## src/rtl/scalar_writeback_pkg.sv

```systemverilog
// Shared types and defaults for the scalar writeback stage.
package scalar_pkg;
  localparam int DATA_WIDTH   = 8;
  localparam int NUM_REGS     = 8;
  localparam int REG_ADDR_W   = $clog2(NUM_REGS);
  localparam int STARVE_LIMIT = 3;

  typedef struct packed {
    logic [REG_ADDR_W-1:0] rd;
    logic [DATA_WIDTH-1:0] data;
  } wb_entry_t;

  typedef enum logic {
    EMPTY = 1'b0,
    HELD  = 1'b1
  } wb_hold_state_e;
endpackage

```

## src/rtl/scalar_writeback_if.sv

```systemverilog
// Bundle of ALU / load / issue inputs and register-file / scoreboard outputs.
// SCALAR_WB_BYPASS_EN adds the one-cycle-early forwarding signals.
interface scalar_writeback_if #(
  parameter int DATA_WIDTH = scalar_pkg::DATA_WIDTH,
  parameter int NUM_REGS   = scalar_pkg::NUM_REGS,
  parameter int REG_ADDR_W = $clog2(NUM_REGS)
);
  logic                  aluValid;
  logic [REG_ADDR_W-1:0] aluRd;
  logic [DATA_WIDTH-1:0] aluData;
  logic                  memValid;
  logic [REG_ADDR_W-1:0] memRd;
  logic [DATA_WIDTH-1:0] memData;
  logic                  memReady;
  logic                  issueValid;
  logic [REG_ADDR_W-1:0] issueRd;
  logic                  regWrEn;
  logic [REG_ADDR_W-1:0] regToWrite;
  logic [DATA_WIDTH-1:0] wbData;
  logic [NUM_REGS-1:0]   pendingMask;
  logic                  aluStall;
`ifdef SCALAR_WB_BYPASS_EN
  logic                  bypassValid;
  logic [REG_ADDR_W-1:0] bypassRd;
  logic [DATA_WIDTH-1:0] bypassData;

  modport slave (
    input  aluValid, aluRd, aluData, memValid, memRd, memData, issueValid, issueRd,
    output memReady, regWrEn, regToWrite, wbData, pendingMask, aluStall,
           bypassValid, bypassRd, bypassData
  );
  modport master (
    output aluValid, aluRd, aluData, memValid, memRd, memData, issueValid, issueRd,
    input  memReady, regWrEn, regToWrite, wbData, pendingMask, aluStall,
           bypassValid, bypassRd, bypassData
  );
`else
  modport slave (
    input  aluValid, aluRd, aluData, memValid, memRd, memData, issueValid, issueRd,
    output memReady, regWrEn, regToWrite, wbData, pendingMask, aluStall
  );
  modport master (
    output aluValid, aluRd, aluData, memValid, memRd, memData, issueValid, issueRd,
    input  memReady, regWrEn, regToWrite, wbData, pendingMask, aluStall
  );
`endif
endinterface

```

## src/rtl/scalar_writeback_hold_reg.sv

```systemverilog
// One-entry holding register for a load displaced by the ALU, with the
// starve counter that drives the ALU stall request.
module wb_hold_reg #(
  parameter int STARVE_LIMIT = scalar_pkg::STARVE_LIMIT
) (
  input  logic                  clk,
  input  logic                  reset,
  input  logic                  alu_valid,
  input  logic                  mem_valid,
  input  scalar_pkg::wb_entry_t mem_entry,
  output logic                  mem_ready,
  output logic                  load_commit,
  output scalar_pkg::wb_entry_t load_entry,
  output logic                  stall
);
  import scalar_pkg::*;

  localparam int CNT_W = (STARVE_LIMIT < 1) ? 1 : $clog2(STARVE_LIMIT + 1);
  localparam logic [CNT_W-1:0] CNT_MAX = CNT_W'(STARVE_LIMIT);

  wb_hold_state_e   state_q, state_d;
  wb_entry_t        held_q, held_d;
  logic [CNT_W-1:0] cnt_q, cnt_d;

  always_ff @(posedge clk or posedge reset) begin
    if (reset) begin
      state_q <= EMPTY;
      held_q  <= '0;
      cnt_q   <= '0;
    end else begin
      state_q <= state_d;
      held_q  <= held_d;
      cnt_q   <= cnt_d;
    end
  end

  always_comb begin
    state_d     = state_q;
    held_d      = held_q;
    cnt_d       = cnt_q;
    mem_ready   = 1'b0;
    load_commit = 1'b0;
    load_entry  = held_q;
    case (state_q)
      EMPTY: begin
        // ready depends on state only, so the load side never sees a comb loop
        mem_ready  = 1'b1;
        cnt_d      = '0;
        load_entry = mem_entry;
        if (mem_valid) begin
          if (alu_valid) begin
            held_d  = mem_entry;
            state_d = HELD;
          end else begin
            load_commit = 1'b1;
          end
        end
      end
      HELD: begin
        if (!alu_valid) begin
          load_commit = 1'b1;
          state_d     = EMPTY;
          cnt_d       = '0;
        end else if (cnt_q != CNT_MAX) begin
          cnt_d = cnt_q + 1'b1;
        end
      end
      default: begin
        state_d = EMPTY;
        cnt_d   = '0;
      end
    endcase
  end

  assign stall = (cnt_q == CNT_MAX);
endmodule

```

## src/rtl/scalar_writeback.sv

```systemverilog
// Scalar writeback: ALU-priority merge of ALU and load results into the
// register-file write port, plus the pending-load scoreboard.
// SCALAR_WB_BYPASS_EN exposes next-cycle write values for decode forwarding.
module scalar_writeback #(
  parameter int DATA_WIDTH   = scalar_pkg::DATA_WIDTH,
  parameter int NUM_REGS     = scalar_pkg::NUM_REGS,
  parameter int REG_ADDR_W   = $clog2(NUM_REGS),
  parameter int STARVE_LIMIT = scalar_pkg::STARVE_LIMIT
) (
  input logic              clk,
  input logic              reset,
  scalar_writeback_if.slave bus
);
  import scalar_pkg::*;

  wb_entry_t             mem_entry, load_entry;
  logic                  load_commit, mem_ready, stall;
  logic                  wr_en_d, wr_en_q;
  logic [REG_ADDR_W-1:0] wr_rd_d, wr_rd_q;
  logic [DATA_WIDTH-1:0] wr_data_d, wr_data_q;
  logic [NUM_REGS-1:0]   pend_d, pend_q;

  assign mem_entry = '{rd: bus.memRd, data: bus.memData};

  wb_hold_reg #(.STARVE_LIMIT(STARVE_LIMIT)) u_hold (
    .clk         (clk),
    .reset       (reset),
    .alu_valid   (bus.aluValid),
    .mem_valid   (bus.memValid),
    .mem_entry   (mem_entry),
    .mem_ready   (mem_ready),
    .load_commit (load_commit),
    .load_entry  (load_entry),
    .stall       (stall)
  );

  // ALU always wins the single write port; the hold register absorbs the loser
  always_comb begin
    wr_en_d   = 1'b0;
    wr_rd_d   = '0;
    wr_data_d = '0;
    if (bus.aluValid) begin
      wr_en_d   = 1'b1;
      wr_rd_d   = bus.aluRd;
      wr_data_d = bus.aluData;
    end else if (load_commit) begin
      wr_en_d   = 1'b1;
      wr_rd_d   = load_entry.rd;
      wr_data_d = load_entry.data;
    end
  end

  // a new issue to the same register must stay pending over the old commit
  always_comb begin
    pend_d = pend_q;
    if (load_commit)    pend_d[load_entry.rd] = 1'b0;
    if (bus.issueValid) pend_d[bus.issueRd]   = 1'b1;
  end

  always_ff @(posedge clk or posedge reset) begin
    if (reset) begin
      wr_en_q   <= 1'b0;
      wr_rd_q   <= '0;
      wr_data_q <= '0;
      pend_q    <= '0;
    end else begin
      wr_en_q   <= wr_en_d;
      wr_rd_q   <= wr_rd_d;
      wr_data_q <= wr_data_d;
      pend_q    <= pend_d;
    end
  end

  assign bus.memReady    = mem_ready;
  assign bus.regWrEn     = wr_en_q;
  assign bus.regToWrite  = wr_rd_q;
  assign bus.wbData      = wr_data_q;
  assign bus.pendingMask = pend_q;
  assign bus.aluStall    = stall;

`ifdef SCALAR_WB_BYPASS_EN
  assign bus.bypassValid = wr_en_d;
  assign bus.bypassRd    = wr_rd_d;
  assign bus.bypassData  = wr_data_d;
`endif
endmodule

```

## src/flat_wrapper.sv

```systemverilog
// flat-port wrapper written by rule: the top's interface ports become plain ports
module scalar_writeback_flat import scalar_pkg::*;
#(
  parameter int DATA_WIDTH   = scalar_pkg::DATA_WIDTH,
  parameter int NUM_REGS     = scalar_pkg::NUM_REGS,
  parameter int REG_ADDR_W   = $clog2(NUM_REGS),
  parameter int STARVE_LIMIT = scalar_pkg::STARVE_LIMIT
)
  (clk, reset, bus_aluValid, bus_aluRd, bus_aluData, bus_memValid, bus_memRd, bus_memData, bus_issueValid, bus_issueRd, bus_memReady, bus_regWrEn, bus_regToWrite, bus_wbData, bus_pendingMask, bus_aluStall);
  scalar_writeback_if #(.DATA_WIDTH(DATA_WIDTH), .NUM_REGS(NUM_REGS), .REG_ADDR_W(REG_ADDR_W)) bus_i ();
  input logic clk;
  input logic reset;
  input wire logic [$bits(bus_i.aluValid)-1:0] bus_aluValid;
  input wire logic [$bits(bus_i.aluRd)-1:0] bus_aluRd;
  input wire logic [$bits(bus_i.aluData)-1:0] bus_aluData;
  input wire logic [$bits(bus_i.memValid)-1:0] bus_memValid;
  input wire logic [$bits(bus_i.memRd)-1:0] bus_memRd;
  input wire logic [$bits(bus_i.memData)-1:0] bus_memData;
  input wire logic [$bits(bus_i.issueValid)-1:0] bus_issueValid;
  input wire logic [$bits(bus_i.issueRd)-1:0] bus_issueRd;
  output wire logic [$bits(bus_i.memReady)-1:0] bus_memReady;
  output wire logic [$bits(bus_i.regWrEn)-1:0] bus_regWrEn;
  output wire logic [$bits(bus_i.regToWrite)-1:0] bus_regToWrite;
  output wire logic [$bits(bus_i.wbData)-1:0] bus_wbData;
  output wire logic [$bits(bus_i.pendingMask)-1:0] bus_pendingMask;
  output wire logic [$bits(bus_i.aluStall)-1:0] bus_aluStall;
  assign bus_i.aluValid = bus_aluValid;
  assign bus_i.aluRd = bus_aluRd;
  assign bus_i.aluData = bus_aluData;
  assign bus_i.memValid = bus_memValid;
  assign bus_i.memRd = bus_memRd;
  assign bus_i.memData = bus_memData;
  assign bus_i.issueValid = bus_issueValid;
  assign bus_i.issueRd = bus_issueRd;
  assign bus_memReady = bus_i.memReady;
  assign bus_regWrEn = bus_i.regWrEn;
  assign bus_regToWrite = bus_i.regToWrite;
  assign bus_wbData = bus_i.wbData;
  assign bus_pendingMask = bus_i.pendingMask;
  assign bus_aluStall = bus_i.aluStall;
  scalar_writeback #(.DATA_WIDTH(DATA_WIDTH), .NUM_REGS(NUM_REGS), .REG_ADDR_W(REG_ADDR_W), .STARVE_LIMIT(STARVE_LIMIT)) u_core (.clk(clk), .reset(reset), .bus(bus_i));
endmodule
```

## config.mk

```make
export PLATFORM = sky130hd
export DESIGN_NAME = scalar_writeback_flat
export DESIGN_NICKNAME = d
export VERILOG_FILES = /design/src/rtl/scalar_writeback_pkg.sv /design/src/rtl/scalar_writeback_if.sv /design/src/rtl/scalar_writeback_hold_reg.sv /design/src/rtl/scalar_writeback.sv /design/src/flat_wrapper.sv
export SDC_FILE = /design/constraint.sdc
export NUM_CORES = 1
export LEC_CHECK = 0
export CORE_ASPECT_RATIO = 0.7
export CORE_UTILIZATION = 48
export CTS_BUF_LIST = sky130_fd_sc_hd__clkbuf_8
export CTS_CLUSTER_DIAMETER = 100
export CTS_CLUSTER_SIZE = 8
export DETAILED_ROUTE_END_ITERATION = 16
export PLACE_DENSITY = 0.84
export SYNTH_ARGS = -nofsm -noshare
export SYNTH_HDL_FRONTEND = slang
export SYNTH_HIERARCHICAL = 1
export SYNTH_SLANG_ARGS = --single-unit
```

## constraint.sdc

```tcl
create_clock -name clk -period 3.7 [get_ports clk]
set_clock_uncertainty 0.05 [all_clocks]
set_input_delay 1.11 -clock clk [delete_from_list [all_inputs] [get_ports clk]]
set_output_delay 1.11 -clock clk [all_outputs]
set_load 0.02 [all_outputs]
```

### Yosys cells after proc, flatten, opt, wreduce, memory -nomap -nowiden

Cells that the tools add are included.

* add/sub/neg operators: 1
* magnitude comparators: 4
* equality and inequality tests: 3
* muxes and demuxes: 23
* bitwise operators: 4
* reductions and logical operators: 3

Operators with widths (number)
* $mux W8: 4
* $mux W11: 1
* $mux W1: 9
* $and A8 B8 Y8: 1
* $lt A3 B4 Y1 const B: 2
* $not A8 Y8: 1
* $or A8 B8 Y8: 1
* $demux W1 S3: 2
* $ge A3 B1 Y1 const B: 2
* $mux W3: 2
* $mux W2: 2
* $pmux W1 S2: 2
* $pmux W2 S2: 1
* $ne A3 B2 Y1 const B: 1
* $reduce_and A3 Y1: 1
* $add A2 B1 Y2 const B: 1
* $eq A2 B2 Y1 const B: 1
* $logic_and A1 B1 Y1: 2
* $ne A2 B2 Y1 const B: 1
* $not A1 Y1: 1

* bits in registers: 34
* bits of input ports: 30
* output and inout port bits: 22

### Longest topological paths before layout

* depth in word-level cells: 10
* depth in mapped cells: 6
* depth with buffers taken out: 4

### Hierarchy

The synthesis kept the hierarchy.

Modules (own cells, without submodules)
* scalar_writeback: times used 1, cells each 63, area an instance 817.0 µm²
* wb_hold_reg: times used 1, cells each 50, area an instance 735.7 µm²

### Least setup slack after synthesis

No wires, ideal clock.

* path type: input-to-reg
* from: input bus_memRd[0]
* to: register u_core.pend_q[0] (netlist: u_core/bus.pendingMask[0])
* library setup time: 121 ps
* arrival: 2099 ps
* required time: 3529 ps
* path slack: 1430 ps
* stages: 3
* path buffers: 0
* cells stage by stage: mux2_2 > or4b_1 > a22o_1

* cells in the longest elaborated chain, start to end: 10
* elaborated cells on any way between the ends: 11

Ends and longest elaborated chain
* from (decl): line flat_wrapper.sv:17 `input wire logic [$bits(bus_i.memRd)-1:0] bus_memRd;`
* $mux W11 (*): line scalar_writeback_hold_reg.sv:44 `case (state_q)`
* $lt A3 B4 Y1 (not written as such) / $ge A3 B1 Y1 (equally long branches): line scalar_writeback.sv:56 `if (load_commit) pend_d[load_entry.rd] = 1'b0;`
* $logic_and A1 B1 Y1 (not written as such): line scalar_writeback.sv:56
* $mux W1 (not written as such): line scalar_writeback.sv:56
* $demux W1 S3 (*)
* $not A8 Y8 (no line) (*)
* $and A8 B8 Y8 (no line) (*)
* $mux W8 (*): line scalar_writeback.sv:56
* $or A8 B8 Y8 (no line)
* $mux W8 (*): line scalar_writeback.sv:57 `if (bus.issueValid) pend_d[bus.issueRd] = 1'b1;`
* net u_core.pend_d[0]: line scalar_writeback.sv:21 `logic [NUM_REGS-1:0] pend_d, pend_q;`
* to (signal assigned): line scalar_writeback.sv:70 `pend_q <= pend_d;`
* to (decl): line scalar_writeback.sv:21

The timed path passes the listed nets; every way through them passes the cells marked *.
A chain may end at the register's enable or synchronous reset.

### Worst setup path after layout

* from: register u_core.u_hold.cnt_q[0]
* to: output bus_aluStall

* cells in the longest elaborated chain, start to end: 1

Ends and longest elaborated chain
* from (decl): line scalar_writeback_hold_reg.sv:23 `logic [CNT_W-1:0] cnt_q, cnt_d;`
* from (signal assigned): line scalar_writeback_hold_reg.sv:33 `cnt_q <= cnt_d;`
* $eq A2 B2 Y1: line scalar_writeback_hold_reg.sv:75 `assign stall = (cnt_q == CNT_MAX);`
* to (decl): line flat_wrapper.sv:26 `output wire logic [$bits(bus_i.aluStall)-1:0] bus_aluStall;`

No other way between the ends.

==> impl_metrics.toml <==
[critical_path]
worstReg2RegEnd = "u_core/bus.pendingMask[0]"
crit_fanout = 3
worstSetupEndpointType = "output pin"
cp-startpoint = "u_core/u_hold/cnt_q[0]"
critPathKind = "reg -> out"
r2r-start = "u_core/u_hold/state_q"
r2r_slack_ps = 1790
critPathCapture = "bus_aluStall"
crit_required_ps = 2540
cp.arrival_ps = 1500
worstRegToRegCells = 4
start_kind = "flip-flop"

[hold_path]
hold_path_class = "reg -> reg"

[clock_network]
post_cts_buffers = 0
cts_tree = "built"
root_buffer = "clkbuf_8"
cts_hold_buf = 0
cts-htree-levels = 2
cts-resized-gates = 0
cts_buffer_depth = 2
clkLatencyLatePin_ps = 280
cts_buffers = 5
clkSlewWorstSetupHoldPaths_ps = 60
cts.sinks = 34

[yosys]
synthesis.nets = 144
synth_top_family_by_area = "multiplexers"
yosysWarnings = 6
synth_compound_area_share_pct = 10.6
netlist_area_mm2 = 0.00155
yosys.area_share.adder_pct = 0.806
synth-seq-area-share_pct = 54.8
synth_mux_area_share_pct = 19.0
synth_xor_area_share_pct = 0.564
synth_simple_gate_area_share_pct = 11.6
ys_ff_latch = 34
avgSynthCellArea_um2 = 13.7
synthDistinctLibCells = 24
syn_inst = 113

[timing]
fin_crit_sh_pct = 71.9
fin_setup_tns_ps = 0
finalHoldViolCount = 0
slew_viol_final = 0
fmax_mhz = 376
worst_pin_slew_ps = 756
rsz0062_at_grt = "no"
setup_viol = 0
fin_crit_ps = 2660
slew_headroom_pct = 49.6

[finish]
layout_commonest_cell = "clkdlybuf4s50_1"
fillerInstances = 193
fin_nets = 200
seq_area_um2 = 851
drive_above_1_share_pct = 18.9
antenna_cells = 0
final_cell_mix = "51 x clkdlybuf4s50_1, 34 x dfrtp_1, 12 x a22o_1, 12 x mux2_2, 10 x mux2_4"
multiInputGateArea_um2 = 661
syn_to_final_growth_pct = 40.2

[pwr]
ir_drop_v = 0.000319
power_mw = 1.01
p_leak_nw = 0.970
pwr_density_cell_mw_per_mm2 = 464

[grt]
overflow = 0
grt_pass1_vias = 1216
grt_pass1_wl_mm = 5.78
grt_start_max_net_pins = 21
antenna_found_initial = 0
gr-usage-all-layers_pct = 22.3

[routing]
drt_iter0_drc = 53
drc = 0
vias_per_cell = 5.56
vias = 1139
wl_per_cell_um = 17.6
wirelength_mm = 3.61
first_pass_iters = 4
ant_nets = 0

[die]
die_w_um = 70.0
core_area_mm2 = 0.00292
initial_core_util_pct = 53.1
die_h_um = 49.6
fp.dieArea_mm2 = 0.00347
rows = 16
io_pins = 52

[placement]
port_buffers = 51
gp_congestion = 0.757
dpl.hpwl_mm = 2.59

[run_status]
status = "finished, final reports clean"

[flow_run]
max_cap_violations = 0
==> worst max-delay path: stages, from the launching register on <==
cell and delay, ps:
dfrtp_1 370, ha_1 230, clkdlybuf4s50_1 620
==> metrics by stage <==
stage / util (%) / hold slack (ps) / setup WS (ps) / area, µm² / cells
final: 74.5 / 449 / 1040 / 2180 / 205
after global routing: 74.5 / 472 / 984 / 2180 / 205
after global placement: 71.9 / 430 / 884 / 2100 / 198
after floorplan: - / 424 / 1430 / 1550 / 113
after CTS: 74.5 / 453 / 1030 / 2180 / 205
after detailed placement: 71.9 / 439 / 826 / 2100 / 198
==> power by group <==
| part | switching (mW) | internal, mW | total (mW) |
|---|---|---|---|
| logic | 0.131 | 0.170 | 0.301 |
| clock network | 0.120 | 0.124 | 0.244 |
| registers | 0.0317 | 0.432 | 0.464 |
==> worst min path at each step <==
stage / slack [ps] / startpoint / to / cells after the start
floorplan: 420 / u_core/u_hold/held_q[9] / u_core/u_hold/held_q[9] / 1
global placement: 430 / u_core/bus.pendingMask[5] / u_core/bus.pendingMask[5] / 1
detailed placement: 440 / u_core/bus.pendingMask[6] / u_core/bus.pendingMask[6] / 1
CTS: 450 / u_core/bus.pendingMask[6] / u_core/bus.pendingMask[6] / 1
global route: 470 / u_core/bus.pendingMask[6] / u_core/bus.pendingMask[6] / 1
finish: 450 / u_core/bus.pendingMask[6] / u_core/bus.pendingMask[6] / 1
==> area by class of cell <==
cell class                      instances  share of cell area, %
Multi-Input combinational cell         71                   30.3
Tap cell                               36                   2.07
Sequential cell                        34                   39.1
Clock buffer                            5                   3.16
Inverter                                3                  0.517
Timing Repair Buffer                   54                   24.5
Clock inverter                          2                  0.345
==> sequential cells by signal, indices dropped and copies added, names as in the netlist <==
name / cells
u_core/bus.regWrEn: 1
u_core/bus.pendingMask: 8
u_core/u_hold/held_q: 11
u_core/u_hold/cnt_q: 2
u_core/bus.regToWrite: 3
u_core/u_hold/state_q: 1
u_core/bus.wbData: 8
==> cells by family after synthesis <==
group / after synthesis
xor+xnor: 1
simple gates: 27
mux: 23
fa+ha+maj: 1
flops: 34
buf+inv: 8
compound gates: 19
==> layer usage <==
layer,vias up,GRT usage [%],routed length [µm]
li1,527,-,-
met1,569,27.9,1680
met2,38,36.5,1710
met3,5,6.34,168
met4,0,9.00,51
met5,-,0,0
==> synth_stat cells, drive strengths merged <==
cell type / count / area, µm²
o2bb2ai: 1 / 8.76
nand4: 1 / 6.26
nor2: 5 / 18.8
nor2b: 4 / 25.0
a32o: 4 / 40.0
a22o: 12 / 105
and2b: 1 / 7.51
nand4b: 3 / 26.3
nand3b: 1 / 20.0
or4b: 1 / 10.0
buf: 4 / 26.3
inv: 3 / 11.3
nand2: 7 / 26.3
xor2: 1 / 8.76
mux2i: 1 / 10.0
nand4bb: 3 / 33.8
o21ai: 2 / 10.0
clkbuf: 1 / 3.75
ha: 1 / 12.5
dfrtp: 34 / 851
or2: 1 / 6.26
mux2: 22 / 285
Power figures use the tool's default switching activity.
